===== src/rtl/multi_channel_pattern_pwm.sv =====
// Multi-channel PWM / serial-pattern generator with double-buffered per-channel settings.
// Each channel plays a WIDTH-clock period either as an MSB-first pattern or as a duty-cycle counter.
module multi_channel_pattern_pwm #(
  parameter int  WIDTH    = 16,
  parameter int  CHANNELS = 2,
  localparam int CW       = $clog2(WIDTH),
  localparam int SW       = (CHANNELS > 1) ? $clog2(CHANNELS) : 1
) (
  input  logic                clk,
  input  logic                rst_n,
  input  logic                en,
  input  logic [SW-1:0]       ch_sel,
  input  logic                load,
  input  logic                wr,
  input  logic                mode_in,
  input  logic [WIDTH-1:0]    pattern_in,
  output logic [CHANNELS-1:0] out,
  output logic [CHANNELS-1:0] period_done
);

  for (genvar g = 0; g < CHANNELS; g++) begin : g_ch
    logic [WIDTH-1:0] r_act_pat;
    logic             r_act_mode;
    logic [WIDTH-1:0] r_shd_pat;
    logic             r_shd_mode;
    logic             r_shd_valid;
    logic [CW-1:0]    r_idx;
    logic             r_pd;

    logic             w_sel;
    logic             w_load;
    logic             w_wr;
    logic             w_wrap;
    logic [CW:0]      w_duty;
    logic             w_pat_bit;
    logic             w_duty_bit;

    // Out-of-range selects never match any channel, so such writes fall on the floor.
    assign w_sel  = (ch_sel == SW'(g));
    assign w_load = load && w_sel;
    assign w_wr   = wr && w_sel && !load;
    assign w_wrap = (r_idx == CW'(WIDTH - 1));

    always_ff @(posedge clk or negedge rst_n) begin
      if (!rst_n) begin
        r_act_pat   <= '0;
        r_act_mode  <= 1'b0;
        r_shd_pat   <= '0;
        r_shd_mode  <= 1'b0;
        r_shd_valid <= 1'b0;
        r_idx       <= '0;
        r_pd        <= 1'b0;
      end else if (w_load) begin
        r_act_pat   <= pattern_in;
        r_act_mode  <= mode_in;
        r_shd_valid <= 1'b0;
        r_idx       <= '0;
        r_pd        <= 1'b0;
      end else begin
        r_pd <= 1'b0;
        if (en) begin
          r_idx <= r_idx + CW'(1);
          if (w_wrap) begin
            r_pd <= 1'b1;
            if (r_shd_valid) begin
              r_act_pat   <= r_shd_pat;
              r_act_mode  <= r_shd_mode;
              r_shd_valid <= 1'b0;
            end
          end
        end
        // A write landing on the wrap edge re-arms the shadow for the following wrap.
        if (w_wr) begin
          r_shd_pat   <= pattern_in;
          r_shd_mode  <= mode_in;
          r_shd_valid <= 1'b1;
        end
      end
    end

    // WIDTH is a power of two, so WIDTH-1-idx is simply the bitwise inverse of idx.
    assign w_pat_bit  = r_act_pat[~r_idx];
    assign w_duty     = r_act_pat[CW:0];
    assign w_duty_bit = ({1'b0, r_idx} < w_duty);

    assign out[g]         = r_act_mode ? w_duty_bit : w_pat_bit;
    assign period_done[g] = r_pd;
  end

endmodule

===== config.mk =====
export PLATFORM = sky130hd
export DESIGN_NAME = multi_channel_pattern_pwm
export DESIGN_NICKNAME = d
export VERILOG_FILES = /design/src/rtl/multi_channel_pattern_pwm.sv
export SDC_FILE = /design/constraint.sdc
export NUM_CORES = 1
export LEC_CHECK = 0
export CORE_UTILIZATION = 25
export DETAILED_ROUTE_END_ITERATION = 8
export RECOVER_POWER = 50
export REMOVE_ABC_BUFFERS = 1
export SETUP_SLACK_MARGIN = 0.4
export SLEW_MARGIN = 20
export SYNTH_ARGS = -nofsm -noshare
export SYNTH_HDL_FRONTEND = slang
export SYNTH_SLANG_ARGS = --single-unit

===== constraint.sdc =====
create_clock -name clk -period 3.9 [get_ports clk]
set_input_delay 0.975 -clock clk [delete_from_list [all_inputs] [get_ports clk]]
set_output_delay 0.975 -clock clk [all_outputs]
set_load 0.01 [all_outputs]

# == Word level (Yosys, flattened, before mapping) ==
# Cells that the tools add are included.
# word_totals
reg_bits,80
latchBits,0
ram_bits,0
rom_bits,0
memories,0
# classes
add_sub_neg,2
n_mul,0
div,0
magnitude_cmp,4
n_eq_ne,2
shifts,0
n_mux,40
n_bitwise,5
n_reduce_logical,23
# ops
op,n
$mux W16,8
$mux W1,26
$mux W4,4
$reduce_bool A2 Y1,6
$reduce_bool A3 Y1,4
$lt A4 B5 Y1,2
$lt A4 B5 Y1 const B,2
$add A4 B1 Y4 const B,2
$bmux W1 S4,2
$eq A4 B4 Y1 const B,2
$not A4 Y4,2
$reduce_and A2 Y1,4
$logic_and A1 B1 Y1,6
$reduce_and A3 Y1,2
$not A1 Y1,3
$logic_not A1 Y1,1

# == Logic depth before layout (Yosys ltp) ==
# depth
depth_word,5
ltp_mapped,6
ltp_nobuf,5

# == Least setup slack after synthesis ==
# OpenSTA, ideal clock, no wires.
# synth_timing
path_type,register to output
from,reg g_ch[0].r_idx[1]
to,out out[0]
t_arrival_ns,1.606
required_ns,2.925
slack_ns,1.319
stages_incl_launch_ff,5
cell_sequence,dfrtp_1 > mux4_1 > mux4_2 > nor2_1 > a21oi_1
# synth_via
elab_chain_cells,4
elab_cells_between_ends,5
classes_between,order compare (1); mux (3); bitwise (1)
# synth_rtl
element,line_no,text
"start, declared",27,logic [CW-1:0] r_idx;
"start signal, assigned",62,r_idx <= r_idx + CW'(1);
$not A4 Y4,82,assign w_pat_bit = r_act_pat[~r_idx];
$bmux W1 S4,82,
$mux W1 (implied by the code),82,
$mux W1 *,86,assign out[g] = r_act_mode ? w_duty_bit : w_pat_bit;
"end, declared",17,"output logic [CHANNELS-1:0] out,"
# Every way passes the cells marked *; elsewhere a longest branch is shown, timed or not. The select of a mux whose other input is x is not followed.

# == Worst setup path in the final report ==
# layout_timing
from,reg g_ch[0].r_idx[0]
to,out out[0]
# The elaborated chain is that of the path after synthesis.

==> impl_metrics.env <==
export IMPL_status="finished, violations left"
export IMPL_violations="capacitance limit, slew limit"
export IMPL_tightest_slew_ps=1820
export IMPL_first_iter_violations=74
export IMPL_min_path_cells=2
export IMPL_synth_top_family_by_area="multiplexers"
export IMPL_cts_buffers=9
export IMPL_drtPass1Iterations=4
export IMPL_critPathCaptureType="output pin"
export IMPL_synth_seq_cells=80
export IMPL_clock_sinks=80
export IMPL_yosys_area_share_xor_xnor=0.0137
export IMPL_cts_tree="done"
export IMPL_port_buffer_count=26
export IMPL_hold_violations=0
export IMPL_wl_um=7720
export IMPL_cpPeakStageDelay_ps=590
export IMPL_synth_area_leaders="dfrtp_1, mux2_2, mux2i_1"
export IMPL_placed_area_sq_um=4230
export IMPL_r2r_start="g_ch[1].r_idx[0]$_DFFE_PN0P_"
export IMPL_drcViolationCount=0
export IMPL_die_width_um=126
export IMPL_yosys_area_share_simple=0.0818
export IMPL_hpwl_um=5380
export IMPL_cp_num_buf_inv=1
export IMPL_vias=2382
export IMPL_rows=44
export IMPL_area_growth_pct=18.7
export IMPL_cts_hold_buf=0
export IMPL_syn_inst=320
export IMPL_gp_congestion=0.776
export IMPL_worstPathArrival_ps=2480
export IMPL_netlist_cell_type_count=32
export IMPL_regArea_sq_um=2010
export IMPL_cellLeakagePower_nw=2.03
export IMPL_clockRootBuffer="clkbuf_16"
export IMPL_finalWorstSetupSlack_ps=443
export IMPL_coreArea_sq_um=14800
export IMPL_antenna_cells=0
export IMPL_num_io_pins=27
export IMPL_p_sw_frac=0.273
export IMPL_yosys_area_top_type="dfrtp_1"
export IMPL_fin_area_sq_um=4540
export IMPL_h_tree_depth=3
export IMPL_synth_compound_area_frac=0.0651
export IMPL_setup_viol_count_final=0
export IMPL_path_cells="mux4_1, mux4_2, nor2_1, a21oi_1, clkdlybuf4s50_1"
export IMPL_initial_core_util=0.259
export IMPL_holdPathEnd="g_ch[0].r_act_pat[14]$_DFFE_PN0P_"
export IMPL_vdd_ir_drop_max_v=0.000234
export IMPL_p_clk_frac=0.335
export IMPL_fmax_ghz=0.289
export IMPL_critPathTopFamily="multiplexers"
export IMPL_start_kind="register"
export IMPL_power_share_sequential=0.451
export IMPL_netlist_area_sq_um=3830
export IMPL_via_per_inst=4.50
export IMPL_rrSetupSlack_ps=1860
export IMPL_rsz0062_at_grt="true"
export IMPL_slew_headroom=-0.212
export IMPL_period_needed_ps=3460
export IMPL_wl_per_cell_um=14.6
export IMPL_post_route_cells_drive_above_1_share=0.186
export IMPL_nets=371
export IMPL_slew_viol_final=36
export IMPL_dp_slack_ps=703
export IMPL_crit_fanout=8
export IMPL_fin_setup_tns_ps=0
export IMPL_drv_cap=1
export IMPL_clk_pin_slew_ps=60
export IMPL_die_y_um=126
export IMPL_grt_usage=0.108
export IMPL_power_switching_uw=692
export IMPL_utilization=0.308
export IMPL_grt_pass1_wl_um=13400
export IMPL_ant_nets=0
export IMPL_grt_ovfl_total=0
export IMPL_post_cts_setup_buffers=0
export IMPL_seq_area_frac_synth=0.523
export IMPL_holdWs_ps=474
export IMPL_clock_latency_ps=330
export IMPL_hp_class="register to register"
export IMPL_multiInputGateArea_sq_um=1680
export IMPL_power_density_nw_per_um2=558
export IMPL_power_internal_mw=1.84
export IMPL_critPathSlowestCell="mux4_1"
export IMPL_holdCritStartpoint="g_ch[0].r_act_pat[14]$_DFFE_PN0P_"
export IMPL_skew_ps=6.35
export IMPL_grt_max_degree=81
export IMPL_synth_area_per_cell_sq_um=12.0
export IMPL_fill_cells=1494
export IMPL_clockBufferDepth=2
export IMPL_synthAdderAreaFrac=0.0262
export IMPL_synth_top_area_share=0.523
export IMPL_fin_crit_sh=0.886
export IMPL_worstPathRequired_ps=2920
export IMPL_dieArea_sq_um=15800
export IMPL_yosysWarnings=0
export IMPL_crit_type="register to output pin"
export IMPL_worst_r2r_cell_count=4
export IMPL_r2r_end="g_ch[1].r_act_pat[11]$_DFFE_PN0P_"
export IMPL_synthMuxAreaShare=0.253
export IMPL_power_frac_comb=0.213
export IMPL_antenna_found_initial=0
export IMPL_grt_pass1_vias=2561
-- power groups by stage --
stage	Combinational (mW)	Sequential [mW]	Clock (mW)
finish	0.542	1.15	0.850
CTS	0.551	1.14	0.872
global placement	0.528	1.14	0
detailed placement	0.546	1.16	0
floorplan	0.392	1.11	0
global route	0.611	1.17	0.915
-- routing by layer --
metal / track usage / wire (um)
met2: 0.163 / 3380
met3: 0.0204 / 159
met4: 0.0409 / 106
met5: 0 / 0
met1: 0.153 / 4070
-- logic make-up after synthesis --
logic type | count (synthesis)
buffers and inverters | 30
AND/OR/NAND/NOR | 70
AO/OA/AOI/OAI | 45
adder cells (fa/ha/maj) | 8
XOR/XNOR | 6
flip-flops | 80
multiplexers | 81
-- cells in the mapped netlist, drive strengths merged --
cell type / instances
a211o: 2
a211oi: 1
a21o: 2
a21oi: 3
and2: 1
buf: 13
clkbuf: 8
dfrtp: 80
ha: 8
inv: 9
mux2: 35
mux2i: 38
mux4: 8
nand2: 38
nand2b: 3
nand3: 1
nand3b: 2
nand4: 4
nor2: 14
nor2b: 3
nor3: 1
nor3b: 2
o21a: 2
o21ai: 34
o221ai: 1
or3b: 1
xnor2: 2
xor2: 4
-- timing repair --
item                                    CTS  global route
resized for setup                         2             2
hold endpoints to repair                  0             0
endpoints found under the setup margin    2             2
-- metrics by stage --
| stage | cells | power, mW |
|---|---|---|
| floorplan | 299 | 1.50 |
| global placement | 512 | 1.67 |
| detailed placement | 512 | 1.70 |
| CTS | 528 | 2.57 |
| global route | 529 | 2.70 |
| finish | 529 | 2.54 |
-- worst max-delay path by stage --
| stage | startpoint | endpoint | depth (start not counted) |
|---|---|---|---|
| 2_1_floorplan | ch_sel | g_ch[0].r_act_mode$_DFFE_PN0P_ | 3 |
| 3_3_place_gp | g_ch[0].r_idx[0]$_DFFE_PN0P_ | out[0] | 5 |
| 3_5_place_dp | g_ch[0].r_idx[0]$_DFFE_PN0P_ | out[0] | 5 |
| 4_1_cts | g_ch[0].r_idx[1]$_DFFE_PN0P_ | out[0] | 5 |
| 5_1_grt | rst_n | g_ch[0].r_idx[1]$_DFFE_PN0P_ | 2 |
| 6_report | g_ch[0].r_idx[0]$_DFFE_PN0P_ | out[0] | 5 |
-- tightest hold or removal path, delay by kind of cell, from the launching register on --
family           cells  cell delay (ps)
AO/OA/AOI/OAI        1               60
flip-flops           1              330
AND/OR/NAND/NOR      1               50
-- cells in the final DEF (no fill, tap or decap), types with 2 or more instances in the layout --
cell type	instances
buf_4	3
nand3b_1	2
mux2i_1	38
a21o_1	2
o21a_1	2
mux2_2	35
o21ai_0	33
nand2_1	38
clkbuf_8	2
xor2_1	4
nor2_1	14
xnor2_1	2
nor2b_1	3
ha_1	8
a21oi_1	3
nor3b_1	2
a211o_1	2
clkbuf_16	9
dfrtp_2	4
dfrtp_1	76
mux4_2	4
nand2b_1	3
clkinv_2	3
clkdlybuf4s50_1	24
nand4_1	4
mux4_1	4
inv_1	9
-- final cells by class --
class	instances	share of cell area
multi-input combinational	210	0.371
clock inverter	5	0.0118
timing repair buffer	30	0.0620
clock buffer	11	0.0556
inverter	9	0.00744
sequential	80	0.442
tap	184	0.0507
-- state kept, by name, indices dropped and copies added (netlist names) --
name,count
g_ch.r_shd_pat,32
g_ch.r_act_mode,2
g_ch.r_shd_mode,2
g_ch.r_idx,8
g_ch.r_shd_valid,2
g_ch.r_pd,2
g_ch.r_act_pat,32
No activity file was read; power rests on OpenSTA's default activity.
==> RTL edit, RTL diff (same settings) <==
Set the parameter `WIDTH` to 32 (it was 16).
--- a/src/rtl/multi_channel_pattern_pwm.sv
+++ b/src/rtl/multi_channel_pattern_pwm.sv
@@ -3,3 +3,3 @@
 module multi_channel_pattern_pwm #(
-  parameter int  WIDTH    = 16,
+  parameter int  WIDTH    = 32,
   parameter int  CHANNELS = 2,
Ports: changed (resized pattern_in); port bits go from 27 to 43. The function was not compared with the original's and may differ.
==> RTL edit against the unedited design <==
The run still ends with capacitance limit, slew limit left. Sequential power up 80%. Clock skew rose by 0.0057 ns. Design area increased by 85%. Power grew 90%. Synthesized area grew 80%. Sequential cell count rose by 66. Global-route usage grew 1.0 points. Non-clock buffer count rose by 31. Wire length up 100%. Clock power rose by 120%. Via count up 82%. Worst setup slack improved by 0.081 ns.
==> RTL edit: results (changes against the unedited design) <==
[run_status]
status = finished with violations  ; unchanged
violations = capacitance limit, slew limit  ; unchanged

[power_and_ir_drop]
clkPwrFrac_pct = 38.5  ; was 33.5%
p_leak_uw = 0.00371  ; was 0.00203 µW

[final_layout]
design_area_um2 = 8390  ; was 4540 µm²
drive_above_1_share_pct = 21.2  ; was 18.6%
seq_share_pct = 43.6  ; was 44.2%
seq_cells = 146  ; was 80
multi_input_area_share_pct = 36.2  ; was 37.1%
n_fill_cell = 2707  ; was 1494
clkCellAreaFrac_pct = 7.93  ; was 6.75%
buffers_excl_clock = 61  ; was 30
inv_count = 10  ; was 9
fin_nets = 658  ; was 371
top_regs = g_ch.r_act_pat: 64 flops, g_ch.r_shd_pat: 64 flops, g_ch.r_idx: 10 flops  ; was g_ch.r_act_pat: 32 flops, g_ch.r_shd_pat: 32 flops, g_ch.r_idx: 8 flops

[synthesis]
synth_common_cells = dfrtp_1 (146), mux2i_1 (79), nand2_1 (74), o21ai_0 (70), mux2_2 (66)  ; was dfrtp_1 (80), mux2i_1 (38), nand2_1 (38), mux2_2 (35), o21ai_0 (33)
synth.area.top_cells = dfrtp_1 (53%), mux2i_1 (11%), mux2_2 (11%), o21ai_0 (5.1%), nand2_1 (4.0%)  ; was dfrtp_1 (52%), mux2_2 (10%), mux2i_1 (9.9%), o21ai_0 (4.3%), nand2_1 (3.7%)
synth.area.mux_share_pct = 27.3  ; was 25.3%
synth_compound_area_share_pct = 6.70  ; was 6.51%
synth_fa_ha_area_share_pct = 2.18  ; was 2.62%

[place]
hpwlAfterDp_mm = 10.7  ; was 5.38 mm
portBuffers = 42  ; was 26
routabilityCongestion = 0.795  ; was 0.776

[detailed_routing]
initialDrtViolationCount = 239  ; was 74
dr_wl_met3_um = 528  ; was 159 µm
wl_met1_mm = 7.56  ; was 4.07 mm

[clock_tree]
ctsResizeCount = 7  ; was 2

[worst_setup_path]
r2r_cells = 7  ; was 4
critPathArrivalTime_ns = 2.40  ; was 2.48 ns
rrSetupSlack_ns = 1.57  ; was 1.86 ns
cp_slowest_cell = mux4_2  ; was mux4_1
critPathMaxStageDelay_ns = 0.53  ; was 0.59 ns
r2r-end = g_ch[1].r_act_pat[7]  ; was g_ch[1].r_act_pat[11]

[timing]
drv_slew = 91  ; was 36

[global_route]
grtUsageMet1_pct = 16.3  ; was 15.3%
grt_pass1_vias = 4476  ; was 2561
grt_usage_pct = 11.8  ; was 10.8%
met2_usage_pct = 18.4  ; was 16.3%
grt_util_met3_pct = 2.89  ; was 2.04%

[run]
cap_viol_max_count = 1  ; unchanged

[worst_hold_path]
hold_start = g_ch[0].r_act_pat[13]  ; was g_ch[0].r_act_pat[14]

==> RTL edit: changes by cell type after synthesis, sizes merged, moves of 3 or more <==
cell	unedited run	this run
mux2	35	66
buf	13	17
mux2i	38	79
and3	0	3
ha	8	12
clkbuf	8	24
dfrtp	80	146
nand2	38	74
mux4	8	14
o21ai	34	70
==> RTL edit: metrics by stage <==
step | TNS [ns] | cells | power [µW] | worst slack [ns]
finish | 0 | 960 | 4820 | 0.524
global route | 0 | 960 | 5080 | 0.421
CTS | 0 | 959 | 4870 | 0.405
detailed placement | 0 | 923 | 2980 | 0.393
global placement | 0 | 923 | 2940 | 0.461
floorplan | -25.97 | 527 | 2620 | -0.713
==> RTL edit: worst max-delay path by stage <==
stage,to,slack (ns)
finish,out[1],0.52
detailed placement,out[1],0.39
floorplan,g_ch[1].r_act_mode,-0.71
CTS,out[1],0.40
global route,out[1],0.42
global placement,out[1],0.46
